File: src/rtl/adc_spi_capture_if.sv
// Pin/sample bundle between adc_spi_capture and its neighbours: ADC serial pins
// plus the converted sample stream handed to the filter chain.
interface adc_spi_capture_if #(
  parameter int NF = 25
);
  logic          run;
  logic          sdata;
  logic          sclk;
  logic          cs_n;
  logic [NF-1:0] Data_Out;
  logic          sample_valid;
  logic          overrun;

  modport master (
    input  run, sdata,
    output sclk, cs_n, Data_Out, sample_valid, overrun
  );

  modport slave (
    output run, sdata,
    input  sclk, cs_n, Data_Out, sample_valid, overrun
  );
endinterface

File: src/rtl/adc_spi_capture.sv
// Serial 12-bit ADC front end: periodic CS-framed 16-SCLK read, offset-binary to
// signed fixed point, one-cycle sample strobe that advances the filter chain.
module adc_spi_capture #(
  parameter int NF         = 25,
  parameter int MagnitudF  = 8,
  parameter int DecimalF   = 16,
  parameter int CLK_DIV    = 2,
  parameter int SAMPLE_DIV = 100
)(
  input  logic             clock_In,
  input  logic             Reset,
  adc_spi_capture_if.master bus
);
  localparam int HW = $clog2(2*CLK_DIV) + 1;
  localparam int TW = $clog2(SAMPLE_DIV) + 1;
  localparam int SH = DecimalF - 11;
  localparam int FW = (1 + MagnitudF + DecimalF > NF) ? (1 + MagnitudF + DecimalF) : NF;

  typedef enum logic [1:0] {IDLE, SHIFT, DONE, QUIET} state_t;

  state_t          r_state, w_next;
  logic [TW-1:0]   r_tcnt;
  logic [HW-1:0]   r_hcnt;
  logic [4:0]      r_bcnt;
  // Only the last 12 of the 16 shifted bits are kept; the leading zeros fall off.
  logic [11:0]     r_shift;
  logic            r_sclk, r_cs_n, r_valid, r_ovr;
  logic [NF-1:0]   r_dout;

  logic            w_tick, w_half, w_last, w_quiet_end;
  logic [11:0]     w_s;
  logic [FW-1:0]   w_ext, w_conv;

  assign w_tick      = bus.run && (r_tcnt == TW'(SAMPLE_DIV-1));
  assign w_half      = (r_hcnt == HW'(CLK_DIV-1));
  assign w_last      = (r_bcnt == 5'd16);
  assign w_quiet_end = (r_hcnt == HW'(2*CLK_DIV-1));

  // raw - 2048 is just the MSB inverted
  assign w_s    = {~r_shift[11], r_shift[10:0]};
  assign w_ext  = {{(FW-12){w_s[11]}}, w_s};
  assign w_conv = w_ext << SH;

  always_ff @(posedge clock_In or negedge Reset) begin
    if (!Reset)                  r_tcnt <= '0;
    else if (!bus.run || w_tick) r_tcnt <= '0;
    else                         r_tcnt <= r_tcnt + TW'(1);
  end

  always_ff @(posedge clock_In or negedge Reset) begin
    if (!Reset) r_state <= IDLE;
    else        r_state <= w_next;
  end

  always_comb begin
    w_next = r_state;
    case (r_state)
      IDLE:    if (w_tick)      w_next = SHIFT;
      SHIFT:   if (w_last)      w_next = DONE;
      DONE:                     w_next = QUIET;
      QUIET:   if (w_quiet_end) w_next = IDLE;
      default:                  w_next = IDLE;
    endcase
  end

  always_ff @(posedge clock_In or negedge Reset) begin
    if (!Reset) begin
      r_sclk  <= 1'b1;
      r_cs_n  <= 1'b1;
      r_valid <= 1'b0;
      r_ovr   <= 1'b0;
      r_dout  <= '0;
      r_hcnt  <= '0;
      r_bcnt  <= '0;
      r_shift <= '0;
    end else begin
      r_valid <= 1'b0;
      if (w_tick && r_state != IDLE) r_ovr <= 1'b1;
      case (r_state)
        IDLE: if (w_tick) begin
          r_cs_n <= 1'b0;
          r_sclk <= 1'b1;
          r_hcnt <= '0;
          r_bcnt <= '0;
        end
        SHIFT: begin
          // sclk is frozen high once all 16 bits are in, even when CLK_DIV=1
          if (w_last) begin
            r_cs_n  <= 1'b1;
            r_valid <= 1'b1;
            r_dout  <= w_conv[NF-1:0];
            r_hcnt  <= '0;
          end else if (w_half) begin
            r_hcnt <= '0;
            r_sclk <= ~r_sclk;
            if (!r_sclk) begin
              r_shift <= {r_shift[10:0], bus.sdata};
              r_bcnt  <= r_bcnt + 5'd1;
            end
          end else begin
            r_hcnt <= r_hcnt + HW'(1);
          end
        end
        DONE:    r_hcnt <= '0;
        QUIET:   r_hcnt <= r_hcnt + HW'(1);
        default: ;
      endcase
    end
  end

  assign bus.sclk         = r_sclk;
  assign bus.cs_n         = r_cs_n;
  assign bus.Data_Out     = r_dout;
  assign bus.sample_valid = r_valid;
  assign bus.overrun      = r_ovr;
endmodule

File: src/flat_wrapper.sv
// flat-port wrapper written by rule: the top's interface ports become plain ports
module adc_spi_capture_flat 
#(
  parameter int NF         = 25,
  parameter int MagnitudF  = 8,
  parameter int DecimalF   = 16,
  parameter int CLK_DIV    = 2,
  parameter int SAMPLE_DIV = 100
)
  (clock_In, Reset, bus_run, bus_sdata, bus_sclk, bus_cs_n, bus_Data_Out, bus_sample_valid, bus_overrun);
  adc_spi_capture_if #(.NF(NF)) bus_i ();
  input  logic clock_In;
  input  logic Reset;
  input wire logic [$bits(bus_i.run)-1:0] bus_run;
  input wire logic [$bits(bus_i.sdata)-1:0] bus_sdata;
  output wire logic [$bits(bus_i.sclk)-1:0] bus_sclk;
  output wire logic [$bits(bus_i.cs_n)-1:0] bus_cs_n;
  output wire logic [$bits(bus_i.Data_Out)-1:0] bus_Data_Out;
  output wire logic [$bits(bus_i.sample_valid)-1:0] bus_sample_valid;
  output wire logic [$bits(bus_i.overrun)-1:0] bus_overrun;
  assign bus_i.run = bus_run;
  assign bus_i.sdata = bus_sdata;
  assign bus_sclk = bus_i.sclk;
  assign bus_cs_n = bus_i.cs_n;
  assign bus_Data_Out = bus_i.Data_Out;
  assign bus_sample_valid = bus_i.sample_valid;
  assign bus_overrun = bus_i.overrun;
  adc_spi_capture #(.NF(NF), .MagnitudF(MagnitudF), .DecimalF(DecimalF), .CLK_DIV(CLK_DIV), .SAMPLE_DIV(SAMPLE_DIV)) u_core (.clock_In(clock_In), .Reset(Reset), .bus(bus_i));
endmodule
File: config.mk
export PLATFORM = sky130hd
export DESIGN_NAME = adc_spi_capture_flat
export DESIGN_NICKNAME = d
export VERILOG_FILES = /design/src/rtl/adc_spi_capture_if.sv /design/src/rtl/adc_spi_capture.sv /design/src/flat_wrapper.sv
export SDC_FILE = /design/constraint.sdc
export NUM_CORES = 1
export LEC_CHECK = 0
export BUFFER_PORTS_ARGS = -buffer_cell sky130_fd_sc_hd__buf_2
export CAP_MARGIN = 20
export CORE_ASPECT_RATIO = 2
export CORE_UTILIZATION = 35
export DETAILED_ROUTE_END_ITERATION = 7
export SYNTH_ARGS = -nofsm -noshare
export SYNTH_HDL_FRONTEND = slang
export SYNTH_SLANG_ARGS = --single-unit
File: constraint.sdc
create_clock -name clock_In -period 5.75 [get_ports clock_In]
set_clock_uncertainty 0.15 [all_clocks]
set_input_delay 0.8625 -clock clock_In [delete_from_list [all_inputs] [get_ports clock_In]]
set_output_delay 0.8625 -clock clock_In [all_outputs]
set_load 0.03 [all_outputs]
# Word-level counts from Yosys, hierarchy flattened
# Index checks and enable logic that the tools add are counted.
# totals
regBits,46
in_bits,4
output_inout_bits,29
word_cells,65
# op_classes
add_sub_neg,3
n_eq_ne,13
n_mux,23
bitwise,3
reduce_logical,13
# op_table
cell,count
5-bit two-way mux,4
3-bit one-hot mux with 4 select lines,1
5-bit one-hot mux with 2 select lines,1
3-bit two-way mux,3
8-bit by 1-bit adder with 8-bit output (second input constant),1
8-bit by 7-bit equality test with 1-bit output (second input constant),1
8-bit two-way mux,1
2-bit by 1-bit inequality test with 1-bit output (second input constant),4
2-bit one-hot mux with 4 select lines,1
4-bit AND reduction,2
1-bit two-way mux,7
2-bit two-way mux,3
3-bit AND reduction,2
5-bit by 1-bit adder with 5-bit output (second input constant),1
5-bit equality test (second input constant),1
5-bit AND reduction,1
2-bit equality test (second input constant),2
2-bit inequality test (second input constant),2
1-bit one-hot mux with 2 select lines,2
2-bit nonzero test,2
3-bit by 1-bit adder with 3-bit output (second input constant),1
3-bit by 1-bit equality test with 1-bit output (second input constant),1
3-bit by 2-bit equality test with 1-bit output (second input constant),1
1-bit NOT,3
other kinds (6),7

# Longest topological paths before layout
# depth
ltp_word,5
mapped_depth,9
ltp_nobuf,7

# Least setup slack after synthesis
# No wires, ideal clock.
# synth_timing
path_kind,register to register
startpoint,reg u_core.r_tcnt[0]
endpoint,reg u_core.r_state[1]
setup_time_ns,0.125
arrival_time_ns,1.840
required_time_ns,5.475
path_slack_ns,3.634
stages_incl_launch_ff,6
path_buffers,0
synth_period_minus_slack_ns,2.116
cell_sequence,dfrtp_1 -> ha_1 -> or4b_4 -> o21a_1 -> a221o_1 -> mux2_4
# synth_via
elab_chain_cells,4
# synth_lines
element,line,rtl
from (decl),adc_spi_capture.sv:22,logic [TW-1:0] r_tcnt;
from (signal assigned),adc_spi_capture.sv:47,else r_tcnt <= r_tcnt + TW'(1);
8-bit by 7-bit equality test with 1-bit output,adc_spi_capture.sv:34,assign w_tick = bus.run && (r_tcnt == TW'(SAMPLE_DIV-1));
1-bit logical AND,adc_spi_capture.sv:34,
2-bit by 1-bit inequality test with 1-bit output (no line),-,
3-bit AND reduction (no line),-,
to (signal assigned),adc_spi_capture.sv:52,else r_state <= w_next;
to (decl),adc_spi_capture.sv:21,"state_t r_state, w_next;"
# Every way passes these cells.
# A chain may end at the register's enable or synchronous reset.

# Final worst setup path
# layout_timing
startpoint,reg u_core.r_state[1]
endpoint,reg u_core.r_bcnt[4]
# layout_via
elab_chain_cells,3
word_cells_on_any_way,9
# layout_lines
element,line,rtl
2-bit by 1-bit equality test with 1-bit output / 2-bit logical NOT (equally long branches),adc_spi_capture.sv:79,case (r_state)
"2-bit inequality test (no line), or another cell as far along",-,
5-bit AND reduction (no line),-,
to (signal assigned),adc_spi_capture.sv:98,r_bcnt <= r_bcnt + 5'd1;
to (decl),adc_spi_capture.sv:24,logic [4:0] r_bcnt;
# Several ways; a longest one is shown, not always the timed one.

==> results.toml <==
[cells_and_area]
area_delta_synth_final_pct = 12.0
stdcell_area_sq_um = 2450
nets = 240
utilization_pct = 40.7
n_antenna_cell = 0
layoutNonFillerInstCount = 289
fill_cells = 584
drive_above_1_share_pct = 23.9

[clock_tree]
cts_resized = 0
cts_setup_buffers = 0
cts_root_buf = "clkbuf_16"
clkSinkCount = 46
ctsHoldBuffers = 0
path_clk_slew_ps = 60
clockBufferDepth = 2
clk_latency_ps = 290
cts_tree = "built"
cts_buffers = 5
h-tree-depth = 2

[timing]
setup_slack_ps = 3350
rsz0062_at_grt = "false"
fin_tns_setup_ps = 0
fmax_mhz = 417
setup_viol = 0
period_needed_ps = 2400
worst_slew_pin_slew_ps = 942
fin_crit_sh_pct = 41.7
hold_viol_final = 0
slew_viol_final = 0
slew-limit-headroom_pct = 36.7

[global_route]
grt_antenna_before_repair = 0
grt_max_degree = 47
grt_pass1_vias = 1406
grt_first_pass_wirelength_um = 6740
track_usage_pct = 13.6
grt_overflow_total = 0

[placed_design]
dp.final_hpwl_um = 2750
placedInstanceArea_sq_um = 2290
pre_cts_slack_ps = 3330
gp_congestion = 0.808
place.port_buffers = 27
dp_cells = 281

[pwr]
leakage_nw = 1.25
powerDensity_nw_per_um2 = 258
peakVddDrop_v = 0.000236

[logic_synthesis]
synth_warnings = 0
synth-edff-count = 0
async_flop_share_pct = 100
yosysUniqueCellTypes = 40
synth_cells = 206
ys_seq_elements = 46
synthFlopType = "dfrtp_1"
synth_area_per_cell_sq_um = 10.6
seq_area_frac_synth_pct = 52.8
syn_area_sq_um = 2180

[route]
top_layer_used = "met4"
drc_errors = 4
met3_length_um = 155
drtAntennaViolNets = 0
wl_met2_um = 2050
via_per_inst = 5.09
vias = 1472
drt-met1-wl_um = 1650
drt_wl_total_um = 3960
drtIter0Drc = 44
first_pass_iters = 6
wl_per_cell_um = 13.7

[critical_path]
critPathKind = "flop to flop"
r2r_setup_slack_ps = 3350
worstSetupStartpointType = "flop"
crit_slowest_cell = "or3_4"
critical_path_required_ps = 5780
cp_max_fo = 15
cpPeakStageDelay_ps = 440
crit_chain = "inv_1 > ha_1 > inv_1 > or2_2 > inv_2 > or3_4 > a22o_1"
cp-end-kind = "flop"
crit_path_frequent_cell = "inv_1"
worst_ep_arrival_time_ps = 2430

[die]
die_w_um = 57.9
coreArea_sq_um = 6010
dieArea_sq_um = 6580
start_util_pct = 36.4
fp-row-count = 40
die_y_um = 114
num_io_pins = 33

[status]
violations = "design-rule violations"
outcome = "complete, but fails checks"

[worst_hold_path]
min_path_type = "input pin to asynchronous set/reset pin"

[job]
cap_viol_max_count = 0
## sequential cells by signal, summed over array words and instances, names as in the netlist, 2 cells and up
register / cells
u_core.bus.Data_Out: 12
u_core.r_bcnt: 5
u_core.r_hcnt: 3
u_core.r_shift: 12
u_core.r_state: 2
u_core.r_tcnt: 8
## cells by family after synthesis
kind of cell | synth area share, %
compound gates | 7.22
simple gates | 16.6
xor+xnor | 2.01
other cells | 0.172
buf+inv | 7.62
fa+ha+maj | 5.73
flops | 52.8
mux | 7.79
## worst max-delay path: cells and delay by family, from the launching register on
family          cells  cell delay [ps]
flops               1              400
buf+inv             3              440
compound gates      1              240
simple gates        2              750
fa+ha+maj           1              310
## power by group
group	total, W	switching (W)	internal [W]
Sequential	0.000334	0.00000438	0.000330
Combinational	0.0000220	0.0000145	0.00000750
Clock	0.000275	0.000118	0.000157
Total	0.000631	0.000137	0.000494
## final cells by class
type	count	area, sq um	share of cell area [%]
repair buffers	28	155	6.34
well taps	63	78.8	3.22
flip-flops and latches	46	1150	47.2
clock buffers	5	125	5.12
multi-input cells	133	878	35.9
clock inverters	2	10.0	0.409
inverters	12	45.0	1.84
## layer usage
metal | global-route usage [%] | vias up
met1 | 15.8 | 714
met3 | 3.63 | 9
met4 | 7.78 | 0
li1 | - | 711
met5 | 0 | -
met2 | 22.2 | 38
## path summary, 6_finish.rpt
| check | startpoint | end | cells past startpoint |
|---|---|---|---|
| hold reg to reg | u_core.r_shift[11] | u_core.bus.Data_Out[16] | 1 |
| setup reg to reg | u_core.r_state[1] | u_core.r_bcnt[4] | 7 |
| max in group asynchronous | Reset | u_core.bus.cs_n | 2 |
| min in group clock_In | u_core.r_shift[11] | u_core.bus.Data_Out[16] | 1 |
| hold / removal | Reset | u_core.bus.Data_Out[14] | 1 |
| setup / recovery | u_core.r_state[1] | u_core.r_bcnt[4] | 7 |
## synth_stat cells, types with 2 or more instances
library cell	instances	share of area [%]
o21ai_0	4	0.92
a31oi_1	2	0.57
clkbuf_1	5	0.86
xor2_1	2	0.80
a21oi_1	2	0.46
o31ai_1	4	1.4
dfrtp_1	44	50
o21a_1	2	0.69
nand3_1	3	0.69
nand2b_1	2	0.57
nor3_1	4	0.92
buf_4	13	4.5
dfstp_2	2	2.4
mux2i_1	2	0.92
ha_1	10	5.7
nor2_1	8	1.4
nor4_1	2	0.57
nand4b_1	3	1.2
inv_1	11	1.9
a21o_1	2	0.69
or3_1	3	0.86
nand2_1	44	7.6
o22a_1	2	0.80
mux2_2	12	6.2
xnor2_1	3	1.2
## per-stage QoR
stage               hold slack (ps)  power (W)
floorplan                       283   0.000354
global placement                295   0.000361
detailed placement              303   0.000361
CTS                             312   0.000638
global route                    238   0.000653
finish                          242   0.000631
## cell usage in the layout, fill, tap and decap left out, drive strengths merged, types with 2 or more instances in the layout
cell and count:
a21o 2, a21oi 2, a31oi 2, buf 28, clkbuf 5, clkinv 2, conb 5, dfrtp 44
dfstp 2, ha 10, inv 12, mux2 13, mux2i 2, nand2 44, nand2b 2, nand3 3
nand4b 3, nor2 8, nor3 4, nor4 2, o21a 2, o21ai 4, o22a 2, o31ai 4
or3 4, xnor2 3, xor2 2
No activity file was read; power rests on OpenSTA's default activity.
